==> src/rtl/rotate_amount_finder_16.sv <==
// Sequential search for the smallest right-rotation r (0..15) that maps a onto y.
// Optional macro ROTATE_FINDER_MIN_DIST_EN reports found results in the shorter direction.
module rotate_amount_finder_16 (
    input  logic        clk,
    input  logic        reset,
    input  logic        start,
    input  logic [15:0] a,
    input  logic [15:0] y,
    output logic        busy,
    output logic        done,
    output logic        found,
    output logic [3:0]  amt,
    output logic        lr
);

    typedef enum logic [0:0] {
        IDLE   = 1'b0,
        SEARCH = 1'b1
    } state_t;

    state_t      state_q, state_d;
    logic [15:0] cand_q, cand_d;
    logic [15:0] targ_q, targ_d;
    logic [3:0]  cnt_q, cnt_d;
    logic        done_q, done_d;
    logic        found_q, found_d;
    logic [3:0]  amt_q, amt_d;
    logic        lr_q, lr_d;

    // Maps the matching right-rotation count to {lr, amt}.
    function automatic logic [4:0] report(input logic [3:0] r);
`ifdef ROTATE_FINDER_MIN_DIST_EN
        if (r > 4'd8) begin
            report = {1'b1, 4'd0 - r};
        end else begin
            report = {1'b0, r};
        end
`else
        report = {1'b0, r};
`endif
    endfunction

    // Next-state logic: one candidate compare per SEARCH cycle.
    always_comb begin
        state_d = state_q;
        cand_d  = cand_q;
        targ_d  = targ_q;
        cnt_d   = cnt_q;
        done_d  = 1'b0;
        found_d = found_q;
        amt_d   = amt_q;
        lr_d    = lr_q;
        case (state_q)
            IDLE: begin
                if (start) begin
                    cand_d  = a;
                    targ_d  = y;
                    cnt_d   = 4'd0;
                    state_d = SEARCH;
                end else begin
                    state_d = IDLE;
                end
            end
            SEARCH: begin
                if (cand_q == targ_q) begin
                    done_d        = 1'b1;
                    found_d       = 1'b1;
                    {lr_d, amt_d} = report(cnt_q);
                    state_d       = IDLE;
                end else if (cnt_q == 4'd15) begin
                    // All sixteen rotations tried; stop rather than wrap the counter.
                    done_d  = 1'b1;
                    found_d = 1'b0;
                    amt_d   = 4'd0;
                    lr_d    = 1'b0;
                    state_d = IDLE;
                end else begin
                    cand_d = {cand_q[0], cand_q[15:1]};
                    cnt_d  = cnt_q + 4'd1;
                end
            end
            default: begin
                state_d = IDLE;
            end
        endcase
    end

    // State and result registers.
    always_ff @(posedge clk or posedge reset) begin
        if (reset) begin
            state_q <= IDLE;
            cand_q  <= 16'd0;
            targ_q  <= 16'd0;
            cnt_q   <= 4'd0;
            done_q  <= 1'b0;
            found_q <= 1'b0;
            amt_q   <= 4'd0;
            lr_q    <= 1'b0;
        end else begin
            state_q <= state_d;
            cand_q  <= cand_d;
            targ_q  <= targ_d;
            cnt_q   <= cnt_d;
            done_q  <= done_d;
            found_q <= found_d;
            amt_q   <= amt_d;
            lr_q    <= lr_d;
        end
    end

    assign busy  = (state_q == SEARCH);
    assign done  = done_q;
    assign found = found_q;
    assign amt   = amt_q;
    assign lr    = lr_q;

endmodule

==> config.mk <==
export PLATFORM = sky130hd
export DESIGN_NAME = rotate_amount_finder_16
export DESIGN_NICKNAME = d
export VERILOG_FILES = /design/src/rtl/rotate_amount_finder_16.sv
export SDC_FILE = /design/constraint.sdc
export NUM_CORES = 1
export LEC_CHECK = 0
export ABC_CLOCK_PERIOD_IN_PS = 3440
export CAP_MARGIN = 10
export CORE_MARGIN = 3
export CORE_UTILIZATION = 30
export CTS_BUF_LIST = sky130_fd_sc_hd__clkbuf_4 sky130_fd_sc_hd__clkbuf_8
export DETAILED_ROUTE_END_ITERATION = 10
export PLACE_DENSITY_LB_ADDON = 0.12
export SLEW_MARGIN = 30
export SYNTH_ARGS = -nofsm -noshare
export SYNTH_HDL_FRONTEND = slang
export SYNTH_SLANG_ARGS = --single-unit
==> constraint.sdc <==
create_clock -name clk -period 3.44 [get_ports clk]
set_input_delay 0.344 -clock clk [delete_from_list [all_inputs] [get_ports clk]]
set_output_delay 0.344 -clock clk [all_outputs]
set_load 0.02 [all_outputs]
==> run_results.csv <==
group,metric,value,unit
global_route,grt_pass1_wl,8510,um
pwr,power-per-cell-area,775,nW/um^2
placed_design,placed_area,2610,sq um
yosys,synth_common_cells,"nand2_1, dfrtp_1, nand3_1, xor2_1",
sta,fmax,417,MHz
yosys,yosysUniqueCellTypes,27,
pwr,total_power,0.00211,W
yosys,synthTopCellsByArea,"dfrtp_1, nand2_1, xor2_1",
placed_design,dp_hpwl,3610,um
die,start_util,0.321,
detailed_routing,routed_via_density,4.83,
clocking,ctsResizeCount,0,
critical_path,start_kind,"flop",
sta,rsz0062_at_grt,"false",
finish,area_growth,28.8,%
detailed_routing,drt_iter0_drc,96,
clocking,cts-root-buf,"clkbuf_8",
global_route,globalRouteOverflowTotal,0,
yosys,synth_seq_cells,43,
detailed_routing,wirelength,5250,um
die,fp-row-count,29,
clocking,clock_tree.buffer_depth,2,
yosys,syn_area,2110,sq um
sta,finalSetupViolations,0,
clocking,tritoncts,"yes",
clocking,clk_pin_slew,90,ps
yosys,synth_top_area_cell,"dfrtp_1",
sta,clock_skew,8.42,ps
finish,postLayoutCellArea,2720,sq um
status,status,"finished, final reports clean",
yosys,ys_warn_count,0,
placed_design,place.gp.congestion,0.806,
global_route,antenna_found_initial,0,
sta,layout_setup_ws,1040,ps
finish,fin_util,0.414,
detailed_routing,wl_per_cell,14.5,um
critical_path,endpoint_kind,"flop",
sta,worst_slew_pin_slew,739,ps
global_route,grt_pass1_vias,1605,
yosys,synth.net_count,267,
flow_run,cap_violations,0,
hold_path,hold_class,"in2async",
yosys,syn_inst,231,
critical_path,cp_max_fo,22,
placed_design,portBuffers,41,
yosys,synth_ff_type,"dfrtp_1",
critical_path,r2r_slack,1040,ps
yosys,yosysMostFrequentCell,"nand2_1",
sta,maxSlewViolCount,0,
sta,slew_headroom,0.507,
die,die_height,89.9,um
clocking,clkLatencyLatePin,300,ps
clocking,clkSinkCount,43,
detailed_routing,drtPass1Iterations,4,
die,io_pins,43,
global_route,grt_max_degree,44,
clocking,cts_made_buffers,5,
detailed_routing,dr_total_vias,1743,
critical_path,critical_path_arrival,2580,ps
detailed_routing,ant_nets,0,
pwr,p_leak,1.24,nW
global_route,track_usage,0.131,
finish,layout-drive-gt1-share,0.0522,
pwr,peakVddDrop,211,uV
critical_path,worstSetupPathType,"reg2reg",
finish,fin_nets,304,
yosys,syn_area_per_cell,9.14,sq um
sta,timing.setup.tns,0,ps
die,die_w,89.9,um
sta,finalHoldViolations,0,
sta,finalCritPeriodShare,0.697,
yosys,seq_area_frac_synth,0.510,
yosys,yosysTopAreaCellShare,0.510,
sta,min_period,2400,ps
finish,antenna_cells,0,
detailed_routing,route.detailed.drc,0,
critical_path,crit_required,3620,ps
clocking,hold_buffers,0,
yosys,synthArstFlopShare,1.00,
yosys,synth_edf_count,0,
die,die_area,8080,sq um
clocking,cts_setup_buffers,0,
clocking,cts_max_level,2,
die,coreArea,6570,sq um
placed_design,place_ws,1010,ps
[flip-flops by register name, indices dropped and copies added, names as in the netlist]
register  cells
busy          1
cand_q       16
amt           4
cnt_q         4
targ_q       16
found         1
done          1
[placed cells by master (no fill, tap or decap), types with 2 or more instances in the layout]
cell type / count
clkbuf_8: 5
nand2_1: 71
o21ai_1: 3
clkdlybuf4s50_1: 41
buf_4: 5
o211ai_1: 15
o2bb2ai_1: 4
nor4_1: 4
inv_1: 6
nor2_1: 2
nand4_1: 2
nand3_1: 18
mux2i_1: 3
and2_1: 2
xor2_1: 17
a22oi_1: 15
dfrtp_1: 43
[path summary, 6_finish.rpt]
path,from,end,cells past startpoint
hold reg to reg,found$_DFFE_PP0P_,found$_DFFE_PP0P_,1
min in group clk,found$_DFFE_PP0P_,found$_DFFE_PP0P_,1
setup / recovery,cand_q[15]$_DFFE_PP0P_,amt[1]$_DFFE_PP0P_,5
hold / removal,reset,cnt_q[1]$_DFFE_PP0P_,3
setup reg to reg,cand_q[15]$_DFFE_PP0P_,amt[1]$_DFFE_PP0P_,5
max in group asynchronous,reset,cand_q[7]$_DFFE_PP0P_,3
[final cells by class]
type | instances | area [sq um]
fill | 687 | 3850
tap | 93 | 116
multi-input combinational | 166 | 950
clock inverter | 2 | 37.5
sequential | 43 | 1080
timing repair buffer | 46 | 448
clock buffer | 5 | 68.8
inverter | 6 | 22.5
[routing by layer]
metal / track usage / up-vias / wire [um]
met1: 0.201 / 818 / 2770
met5: 0 / - / 0
met3: 0.0317 / 7 / 234
met2: 0.185 / 50 / 2190
met4: 0.0306 / 0 / 57
li1: - / 868 / -
[stage by stage]
| stage | std cells | hold slack [ps] |
|---|---|---|
| finish | 361 | 484 |
| global route | 361 | 520 |
| CTS | 361 | 500 |
| detailed placement | 354 | 480 |
| global placement | 354 | 470 |
| floorplan | 231 | 449 |
[power by group]
group	total (W)	internal, W	switching [W]
sequential	0.000941	0.000713	0.000228
clock	0.000390	0.000212	0.000178
combinational	0.000777	0.000359	0.000417
total	0.00211	0.00128	0.000823
[cell families after synthesis]
kind of cell,count (synthesis),synth area share
xor+xnor,18,0.0747
flops,43,0.510
mux,3,0.0142
buf+inv,22,0.0415
other cells,1,0.00178
compound gates,41,0.144
simple gates,102,0.208
fa+ha+maj,1,0.00593
[critical path, stage by stage, from the launching register on]
cell and delay [ps]:
dfrtp_1 470, xor2_1 170, nor4_1 470, nand4_2 540
a21oi_1 510, o2bb2ai_1 120
No activity file was read; power rests on OpenSTA's default activity.
